[src/rtl/board_state_if.sv]
// Move-request bus from the column calculator into the board state holder.
interface board_state_if;
    logic       add;
    logic [1:0] c_register;
    logic [4:0] column_position;
    logic       hold;

    modport master (output add, output c_register, output column_position, output hold);
    modport slave  (input  add, input  c_register, input  column_position, input  hold);
endinterface

[src/rtl/board_state.sv]
// Connect4 4x4 board holder: commits one token per add request, alternates players,
// and tracks per-column fill counters fed back to the column calculator.
module board_state (
    input  logic             clk,
    input  logic             rst,
    board_state_if.slave     req,
    output logic [2:0]       counter_0,
    output logic [2:0]       counter_1,
    output logic [2:0]       counter_2,
    output logic [2:0]       counter_3,
    output logic [31:0]      board,
    output logic [1:0]       current_player,
    output logic [4:0]       move_count,
    output logic             board_full,
    output logic             move_done,
    output logic             move_reject
);
    localparam int unsigned NUM_COLS  = 4;
    localparam int unsigned NUM_ROWS  = 4;
    localparam int unsigned NUM_CELLS = NUM_COLS * NUM_ROWS;
    localparam int unsigned CNT_W     = 3;

    typedef enum logic {IDLE, WAIT_RELEASE} state_t;

    state_t           state;
    logic [CNT_W-1:0] col_cnt [NUM_COLS];
    logic [CNT_W-1:0] sel_cnt_c;
    logic             req_valid_c;
    logic [4:0]       cell_bit_c;

    assign counter_0 = col_cnt[0];
    assign counter_1 = col_cnt[1];
    assign counter_2 = col_cnt[2];
    assign counter_3 = col_cnt[3];

    assign board_full = (move_count == 5'(NUM_CELLS));
    assign sel_cnt_c  = col_cnt[req.c_register];
    assign cell_bit_c = {req.column_position[3:0], 1'b0};

    // Target must be the next free row of the named column on a non-full board.
    assign req_valid_c = (req.column_position != 5'd31)
                      && (req.column_position[1:0] == req.c_register)
                      && (req.column_position[4:2] == sel_cnt_c)
                      && (sel_cnt_c < CNT_W'(NUM_ROWS))
                      && !board_full;

    always_ff @(posedge clk) begin
        if (rst) begin
            state          <= IDLE;
            board          <= '0;
            move_count     <= '0;
            current_player <= 2'b01;
            move_done      <= 1'b0;
            move_reject    <= 1'b0;
            for (int unsigned i = 0; i < NUM_COLS; i++) begin
                col_cnt[i] <= '0;
            end
        end else begin
            move_done   <= 1'b0;
            move_reject <= 1'b0;
            case (state)
                IDLE: begin
                    if (req.add && !req.hold) begin
                        if (req_valid_c) begin
                            board[cell_bit_c +: 2]   <= current_player;
                            col_cnt[req.c_register] <= sel_cnt_c + CNT_W'(1);
                            move_count              <= move_count + 5'd1;
                            current_player          <= ~current_player;
                            move_done               <= 1'b1;
                        end else begin
                            move_reject <= 1'b1;
                        end
                        state <= WAIT_RELEASE;
                    end
                end
                // The calculator holds add while the key is down; wait for it to drop.
                WAIT_RELEASE: begin
                    if (!req.add) begin
                        state <= IDLE;
                    end
                end
                default: state <= IDLE;
            endcase
        end
    end
endmodule

[src/flat_wrapper.sv]
// flat-port wrapper written by rule: the top's interface ports become plain ports
module board_state_flat 
  (clk, rst, counter_0, counter_1, counter_2, counter_3, board, current_player, move_count, board_full, move_done, move_reject, req_add, req_c_register, req_column_position, req_hold);
  board_state_if req_i ();
  input  logic clk;
  input  logic rst;
  output logic [2:0] counter_0;
  output logic [2:0] counter_1;
  output logic [2:0] counter_2;
  output logic [2:0] counter_3;
  output logic [31:0] board;
  output logic [1:0] current_player;
  output logic [4:0] move_count;
  output logic board_full;
  output logic move_done;
  output logic move_reject;
  input wire logic [$bits(req_i.add)-1:0] req_add;
  input wire logic [$bits(req_i.c_register)-1:0] req_c_register;
  input wire logic [$bits(req_i.column_position)-1:0] req_column_position;
  input wire logic [$bits(req_i.hold)-1:0] req_hold;
  assign req_i.add = req_add;
  assign req_i.c_register = req_c_register;
  assign req_i.column_position = req_column_position;
  assign req_i.hold = req_hold;
  board_state u_core (.clk(clk), .rst(rst), .req(req_i), .counter_0(counter_0), .counter_1(counter_1), .counter_2(counter_2), .counter_3(counter_3), .board(board), .current_player(current_player), .move_count(move_count), .board_full(board_full), .move_done(move_done), .move_reject(move_reject));
endmodule
[config.mk]
export PLATFORM = sky130hd
export DESIGN_NAME = board_state_flat
export DESIGN_NICKNAME = d
export VERILOG_FILES = /design/src/rtl/board_state_if.sv /design/src/rtl/board_state.sv /design/src/flat_wrapper.sv
export SDC_FILE = /design/constraint.sdc
export NUM_CORES = 1
export LEC_CHECK = 0
export CORE_ASPECT_RATIO = 1.1
export CORE_MARGIN = 10
export CORE_UTILIZATION = 40
export CTS_CLUSTER_DIAMETER = 200
export DETAILED_ROUTE_END_ITERATION = 6
export GPL_ROUTABILITY_DRIVEN = 0
export HOLD_SLACK_MARGIN = 0.03
export PLACE_DENSITY = 0.73
export SLEW_MARGIN = 10
export SYNTH_ARGS = -nofsm -noshare
export SYNTH_HDL_FRONTEND = slang
export SYNTH_SLANG_ARGS = --single-unit
[constraint.sdc]
create_clock -name clk -period 3.2 [get_ports clk]
set_clock_uncertainty 0.05 [all_clocks]
set_input_delay 0.48 -clock clk [delete_from_list [all_inputs] [get_ports clk]]
set_output_delay 0.48 -clock clk [all_outputs]
set_load 0.05 [all_outputs]
==> results_dict.tcl <==
set metrics [dict create \
    setup_violations 0 \
    power_switching_uw 350.3 \
    first_global_vias 2519 \
    antenna_found_initial 0 \
    syn_nets 299 \
    cts_tree "yes" \
    synth_edf_count 12 \
    clock_sinks 54 \
    rrSetupSlack_ns 0.61 \
    syn2layout_area_growth_pct 31.68 \
    p_per_area_nw_per_um2 346.7 \
    r2r-start "u_core.move_count[0]" \
    synth.cell_area_sq_um 2796 \
    viasPerCell 5.364 \
    ioPinCount 65 \
    layout-drive-gt1-share_pct 14.85 \
    synth_flop_cell "dfxtp_1" \
    synth_seq_cells 54 \
    grt_max_degree 27 \
    setup_tns_ns 0 \
    cp_common_cell "buf_4" \
    ant_nets 0 \
    max-vdd-ir-drop_mv 0.1821 \
    synth_seq_area_share_pct 42.95 \
    yosys-top-cells-area "dfxtp_1, edfxtp_1, mux2i_1" \
    syn_inst 282 \
    clkTransAtPathRegs_ns 0.10 \
    cts_setup_buffers 0 \
    sw_frac_of_total_pct 27.44 \
    path_cells "clkdlybuf4s50_1, mux4_2, xnor2_2, nand3_2, buf_4, nor3_1, buf_4, mux2i_1" \
    ys_warn_count 0 \
    worst_pin_slew_ns 0.5163 \
    comb_power_share_pct 14.8 \
    pwr-share-clk_pct 29.8 \
    finish.utilization_pct 54.88 \
    clock_latency_ns 0.31 \
    end_kind "register" \
    final_cell_mix "clkdlybuf4s50_1, nand2_1, dfxtp_1" \
    worst_setup_path_start_kind "input port" \
    holdWs_ns 0.4121 \
    wl_per_cell_um 16.90 \
    critPathArrivalTime_ns 3.00 \
    synth_cell_types 45 \
    drt_first_pass_iters 4 \
    cp_slowest_cell "mux4_2" \
    drv_slew 0 \
    layout_commonest_cell "clkdlybuf4s50_1" \
    netlist.area_leader.share_pct 30.07 \
    min_path_type "register to register" \
    r2r-end "u_core.board[1]" \
    finalCritPeriodShare_pct 87.84 \
    overflow 0 \
    die_w_um 99.72 \
    p_int_uw 926.3 \
    crit_start "req_c_register[0]" \
    num_rows 31 \
    postRouteWirelength_um 7418 \
    hpwl_um 5918 \
    diodes 0 \
    cts_resized 0 \
    hold_buffers 0 \
    hold_viol 0 \
    max-clock-path-buffers 2 \
    final_area_sq_um 3682 \
    dpl-instance-area_sq_um 3593 \
    crit_type "input port to register" \
    p_leak_nw 1.407 \
    syn_area_per_cell_sq_um 9.916 \
    cts-root-buf "clkbuf_8" \
    yosys.area.top_type "dfxtp_1" \
    nets 373 \
    htree_levels 2 \
    drc 0 \
    power_mw 1.277 \
    drtIter0Drc 78 \
    slew_headroom_pct 65.47 \
    die_area_sq_um 10740 \
    status "complete, no violations" \
    grt_usage_pct 14.09 \
    fin_crit_ns 2.811 \
    setup.worst_path.end "u_core.board[1]" \
    drv_cap 0 \
    fmax_ghz 0.3558 \
    coreArea_sq_um 6710 \
    die_h_um 107.7 \
    crit_fanout 13 \
    start_util_pct 41.67 \
    r2r_cells 9 \
    rsz0062_at_grt "no" \
    cts-buffers-inserted 5 \
    port_buffers 64 \
    slowest_delay_ns 0.58 \
    critPathRequiredTime_ns 3.39 \
    async_flop_share_pct 0 \
    seq_power_share_pct 55.4 \
    grt_pass1_wl_um 12500 \
    vias 2355 \
]
-- Yosys cell counts (2+ instances only) --
| cell type | count |
|---|---|
| or4_4 | 7 |
| xor2_1 | 5 |
| nand3b_1 | 2 |
| buf_6 | 5 |
| mux4_2 | 3 |
| dfxtp_1 | 42 |
| mux2_2 | 2 |
| nor2b_1 | 4 |
| edfxtp_1 | 12 |
| nand4_1 | 7 |
| nand3_1 | 11 |
| nor3_1 | 12 |
| inv_1 | 9 |
| nand2b_1 | 3 |
| ha_1 | 6 |
| nor4_4 | 3 |
| nor4_2 | 3 |
| nand2_1 | 47 |
| nor4_1 | 4 |
| nor2_1 | 13 |
| mux2i_1 | 33 |
| clkbuf_1 | 11 |
| or4_1 | 2 |
| a21oi_1 | 7 |
| o21ai_0 | 5 |
| and3_1 | 3 |
| o31ai_1 | 2 |
| or2_2 | 2 |
-- power by group through the flow --
stage | registers [mW] | logic, mW | clock network, mW
floorplan | 0.744 | 0.107 | 0
global placement | 0.722 | 0.186 | 0
detailed placement | 0.723 | 0.189 | 0
CTS | 0.707 | 0.189 | 0.393
global route | 0.708 | 0.206 | 0.417
finish | 0.707 | 0.190 | 0.380
-- per-layer routing --
layer | global-route usage [%] | wire length (um) | vias to the layer above
met4 | 4.406 | 113 | 0
met2 | 24.98 | 3827 | 59
met3 | 3.982 | 409 | 11
li1 | - | - | 1156
met1 | 15.84 | 3068 | 1129
met5 | 0 | 0 | -
-- cell families after synthesis --
logic type,count (synthesis),synth area share [%]
XOR/XNOR,7,2.461
buffers and inverters,27,5.011
flip-flops,54,42.95
AND/OR/NAND/NOR,129,26.67
multiplexers,38,15.03
adder cells (fa/ha/maj),6,2.684
AO/OA/AOI/OAI,21,5.190
-- layout make-up --
class,instances,area (sq um)
clock inverters,3,20.02
repair buffers,84,790.8
fillers,617,3028
flip-flops and latches,54,1201
inverters,10,37.54
multi-input cells,201,1461
well taps,82,102.6
clock buffers,5,68.82
-- worst max-delay path, delay by kind of cell --
kind / cells / cell delay [ns]
buffers and inverters: 3 / 1.03
AND/OR/NAND/NOR: 2 / 0.53
XOR/XNOR: 1 / 0.21
multiplexers: 2 / 0.74
-- how the worst min path moves through the flow --
stage	start	endpoint	slack, ns	depth (start not counted)
2_1_floorplan	u_core.state	u_core.state	0.51	2
3_3_place_gp	u_core.board[10]	u_core.board[10]	0.39	2
3_5_place_dp	u_core.board[0]	u_core.board[0]	0.40	2
4_1_cts	u_core.board[11]	u_core.board[11]	0.42	2
5_1_grt	u_core.board[2]	u_core.board[2]	0.44	2
6_report	u_core.board[3]	u_core.board[3]	0.41	2
-- registers in the layout, summed over array words and instances (netlist names) --
name                   count
u_core.move_done           1
u_core.col_cnt            12
u_core.state               1
u_core.current_player      2
u_core.move_reject         1
u_core.board              32
u_core.move_count          5
-- per-stage QoR --
step / std cells / worst slack (ns)
floorplan: 282 / 0.1822
global placement: 431 / 0.1072
detailed placement: 431 / 0.07700
CTS: 439 / 0.3948
global route: 439 / 0.2299
finish: 439 / 0.3892
Note: power is estimated with default switching activity, not from simulation.
==> RTL change 1, RTL diff (same settings) <==
Change the localparam `NUM_COLS` from 4 to 8.
--- a/src/rtl/board_state.sv
+++ b/src/rtl/board_state.sv
@@ -17,3 +17,3 @@
 );
-    localparam int unsigned NUM_COLS  = 4;
+    localparam int unsigned NUM_COLS  = 8;
     localparam int unsigned NUM_ROWS  = 4;
Check against the original RTL: not equivalent (Yosys sat finds a counterexample within 4 cycles, from zero or initial values and one cycle with rst high).
==> RTL change 1 against the original RTL <==
  * Total power shrank 0.63%
  * Sequential cell count is the same
  * Final area grew 1.3%
  * Wire length shrank 4.2%
  * Worst hold slack gained 0.012 ns
  * Area after synthesis grew 2.7%
  * Core utilization shrank 1.6 points
  * Setup slack gained 0.091 ns
  * Critical path type unchanged
==> RTL change 1: results (changes against the original RTL) <==
Slew @ Worst Pin=0.5625 ns (was 0.5163 ns); met2 wire length=3473 µm (was 3827 µm); Peak VDD IR=0.1498 mV (was 0.1821 mV); Initial DRC Count=131 (was 78); Crit Reg-Reg Endpoint=u_core.board[31]$_SDFFE_PP0P_ (was u_core.board[1]$_SDFFE_PP0P_); sw frac=0.2699 (was 0.2744); mux share of post-synthesis cell area=0.1551 (was 0.1503); first-pass GRT wire length=12040 µm (was 12500 µm); Post-Syn Nets=302 (was 299); Adder-Cell Fraction of Synth Area=0.02614 (was 0.02685); Final nets=367 (was 373); drt wl/cell=16.29 µm (was 16.90 µm); Vias=2322 (was 2355); GR Util All Layers=0.1347 (was 0.1409); GR met1 Demand/Resource=0.1617 (was 0.1584); Pre-antenna DRT Iters=5 (was 4); DP HPWL=5486 µm (was 5918 µm); top cells by area, synth=dfxtp_1 29%, edfxtp_1 13%, mux2i_1 11% (was dfxtp_1 30%, edfxtp_1 13%, mux2i_1 12%); met3 Use GR=0.04114 (was 0.03982); met3 wire length=593 µm (was 409 µm); Clk. pwr=0.000379 W (was 0.000380 W); Synth Area in XOR/XNOR=0.03007 (was 0.02461); M1 WL=2945 µm (was 3068 µm); area fraction in compound gates after synthesis=0.03529 (was 0.05190); grt met2 use=0.2233 (was 0.2498); status=finished clean (unchanged); Logic pwr share=0.146 (was 0.148); vias in the first global route=2350 (was 2519); cell count after placement=428 (was 431); Critical Path AT=2.92 ns (was 3.00 ns); Seq/Total Area, Yosys=0.4183 (was 0.4295); share of post-route cells with drive strength above 1=0.1339 (was 0.1485)
==> RTL change 1: cell count changes in the layout (fill, tap and decap cells not counted), moves of 4 or more <==
cell and delta:
nor3_1 -7, or4_4 -5, nor4_1 +6, nor2_1 +6, nand2b_1 +35, a21oi_1 -6, nand2_1 -32, nor4b_1 +4
inv_1 -4, mux2_2 +4, buf_4 -5, nor2b_1 +4
==> RTL change 1: cell type report <==
cell class,instances,area [µm²]
fill,654,3277
multi-input combinational,205,1563
sequential,54,1201
timing repair buffer,79,753.2
tap,85,106.4
clock buffer,6,72.57
inverter,5,18.77
clock inverter,2,15.01
==> RTL change 1: through the flow <==
stage	worst slack (ns)	utilization	area (µm²)
global route	0.3254	0.5323	3730
CTS	0.4420	0.5323	3730
finish	0.4799	0.5323	3730
floorplan	0.1374	-	2878
detailed placement	0.1171	0.5198	3642
global placement	0.1676	0.5198	3642
==> RTL change 1: worst min path at each step <==
stage	start	end	slack, ns	depth (start not counted)
after floorplan	u_core.state$_SDFF_PP0_	u_core.state$_SDFF_PP0_	0.44	2
after global placement	u_core.board[28]$_SDFFE_PP0P_	u_core.board[28]$_SDFFE_PP0P_	0.41	2
after detailed placement	u_core.board[23]$_SDFFE_PP0P_	u_core.board[23]$_SDFFE_PP0P_	0.41	2
after CTS	u_core.board[28]$_SDFFE_PP0P_	u_core.board[28]$_SDFFE_PP0P_	0.43	2
after global routing	u_core.board[21]$_SDFFE_PP0P_	u_core.board[21]$_SDFFE_PP0P_	0.46	2
final	u_core.board[28]$_SDFFE_PP0P_	u_core.board[28]$_SDFFE_PP0P_	0.42	2
==> RTL change 1: worst max-delay path: stages <==
cell and delay, ns:
clkdlybuf4s50_1 0.55, buf_4 0.17, mux4_2 0.55, nand3b_4 0.29, buf_4 0.23, nor4_2 0.42, mux2i_1 0.23
==> RTL change 2, RTL diff (same settings) <==
Without the edit above. Register the outputs `counter_0`, `counter_1`, `counter_2` and `counter_3`; this adds one clock of latency there. The other outputs are not delayed to match.
--- a/src/rtl/board_state.sv
+++ b/src/rtl/board_state.sv
@@ -30,6 +30,8 @@
 
-    assign counter_0 = col_cnt[0];
-    assign counter_1 = col_cnt[1];
-    assign counter_2 = col_cnt[2];
-    assign counter_3 = col_cnt[3];
+    always_ff @(posedge clk) begin
+        counter_0 <= col_cnt[0];
+        counter_1 <= col_cnt[1];
+        counter_2 <= col_cnt[2];
+        counter_3 <= col_cnt[3];
+    end
 
Check against the original RTL: not equivalent (Yosys sat finds a counterexample within 4 cycles, from zero or initial values and one cycle with rst high).
==> RTL change 2 against the original RTL <==
  * Final area is 5.5% higher
  * Critical path type unchanged
  * Non-clock buffer count is 6 lower
  * Sequential share of layout area is 4.5 points higher
  * Sequential cell count is 12 higher
  * Highest routed layer unchanged
  * Area after synthesis is 4.9% higher
  * First-iteration DRC count is 69% higher
  * Total power is 33% higher
  * Maximum frequency is 2.3% higher
  * Setup slack better by 0.064 ns
  * Wire length is 2.4% lower
==> RTL change 2: results (changes against the original RTL) <==
Peak VDD IR=0.2280 mV (was 0.1821 mV); antenna violations before repair=0 (unchanged); drt wl/cell=15.98 µm (was 16.90 µm); vias per inst=5.329 (was 5.364); Initial DRC Count=132 (was 78); pre-CTS WS=0.1084 ns (was 0.07700 ns); TritonCTS Buffers=9 (was 5); clock root cell=clkbuf_8 (unchanged); status=finished clean (unchanged); path type of the worst min-delay path=register to register (unchanged); Largest regs=u_core.board x32, u_core.col_cnt x12, u_core.move_count x5 (unchanged); largest net degree at the start of global routing=26 (was 27); H-tree depth=3 (was 2); worst reg2reg startpoint=u_core.move_count[0]$_SDFFE_PP0P_ (unchanged); max-capacitance violation count=0 (unchanged); post-synth cell types=39 (was 45); Vias=2414 (was 2355); clk slew on worst S/H paths=0.07 ns (was 0.10 ns); Internal=0.001273 W (was 0.0009263 W); DP HPWL=5431 µm (was 5918 µm); vias in the first global route=2409 (was 2519); clock latency on the worst-skew pair=0.34 ns (was 0.31 ns); synthesized instance count=295 (was 282); top cells by area, synth=dfxtp_1 37%, edfxtp_1 12%, mux2i_1 11% (was dfxtp_1 30%, edfxtp_1 13%, mux2i_1 12%); Post-Syn Nets=312 (was 299); Setup Buffers After CTS=0 (unchanged); CP Max Fanout=23 (was 13); asr flop ratio synth=0 (unchanged); # resized after CTS=0 (unchanged); clock buffer depth=2 (unchanged); leakage=1.487 nW (was 1.407 nW); hold path depth=0 (was 2); Hold Startpoint=u_core.col_cnt[0][2]$_SDFFCE_PN0P_ (was u_core.board[3]$_SDFFE_PP0P_); diode count=0 (unchanged); Synth Flop Type=dfxtp_1 (unchanged); Seq/Total Area, Yosys=0.4913 (was 0.4295); share of post-route cells with drive strength above 1=0.1141 (was 0.1485); GR Util All Layers=0.1344 (was 0.1409); EDFF count, synth=12 (unchanged); worst reg2reg path depth=7 (was 9); first-pass GRT wire length=11800 µm (was 12500 µm); Slew @ Worst Pin=0.7906 ns (was 0.5163 ns); cell count after placement=437 (was 431); port bufs=64 (unchanged); Final nets=380 (was 373); Worst Setup SP=req_c_register[1] (was req_c_register[0]); Pre-antenna DRT Iters=6 (was 4); Ys Warns=0 (unchanged); Critical Path AT=2.93 ns (was 3.00 ns); most instantiated cells after synthesis=54 x dfxtp_1, 50 x nand2_1, 33 x mux2i_1 (was 47 x nand2_1, 42 x dfxtp_1, 33 x mux2i_1)
## RTL change 2: logic make-up (layout without fill, tap and decap cells)
group	after synthesis	after routing	share of synthesized area
and+or+nand+nor	128	128	0.2299
DFF	66	66	0.4913
xor gates and xnor gates	8	8	0.02644
adders and majority gates	6	6	0.02559
AOI/OAI and AO/OA	22	22	0.04520
buffers and inverters	27	100	0.04221
muxes	38	38	0.1394
## RTL change 2: area by class of cell
class / count / area, µm²
Multi-Input combinational cell: 202 / 1384
Clock inverter: 6 / 57.56
Fill cell: 613 / 3202
Inverter: 6 / 22.52
Sequential cell: 66 / 1441
Timing Repair Buffer: 78 / 745.7
Clock buffer: 10 / 127.6
Tap cell: 85 / 106.4
## RTL change 2: metrics by stage
stage          instance area (µm²)  total power [W]  hold WS, ns    util
6_report                      3885         0.001700       0.3083  0.5482
3_5_place_dp                  3700         0.001061       0.3072  0.5221
4_1_cts                       3885         0.001713       0.3104  0.5482
2_1_floorplan                 2949         0.001006       0.2924       -
3_3_place_gp                  3700         0.001059       0.3207  0.5221
5_1_grt                       3885         0.001762       0.3334  0.5482
## RTL change 2: worst paths after layout
kind                                        end  slack (ns)
max               u_core.board[26]$_SDFFE_PP0P_        0.45
min                        counter_0[2]$_DFF_P_        0.31
max reg2reg  u_core.col_cnt[0][1]$_SDFFCE_PN0P_        0.63
min reg2reg                counter_0[2]$_DFF_P_        0.31
## RTL change 2: metal layers
metal | share of wire | GRT usage
met5 | 0 | 0
met2 | 0.47 | 0.2134
met4 | 0.015 | 0.05624
met1 | 0.42 | 0.1537
met3 | 0.086 | 0.06152
## RTL change 2: critical path, cell delays in order
cell             delay [ns]
clkdlybuf4s50_1        0.67
mux2_2                 0.39
mux2i_1                0.28
o21ai_2                0.29
or4_1                  0.66
mux2i_1                0.15
## RTL change 2: power groups by stage
stage / Clock (W) / Combinational [W] / Sequential, W
6_report: 0.000657 / 0.000181 / 0.000863
5_1_grt: 0.000704 / 0.000195 / 0.000864
4_1_cts: 0.000670 / 0.000180 / 0.000863
3_5_place_dp: 0 / 0.000179 / 0.000882
3_3_place_gp: 0 / 0.000178 / 0.000881
2_1_floorplan: 0 / 0.000104 / 0.000902
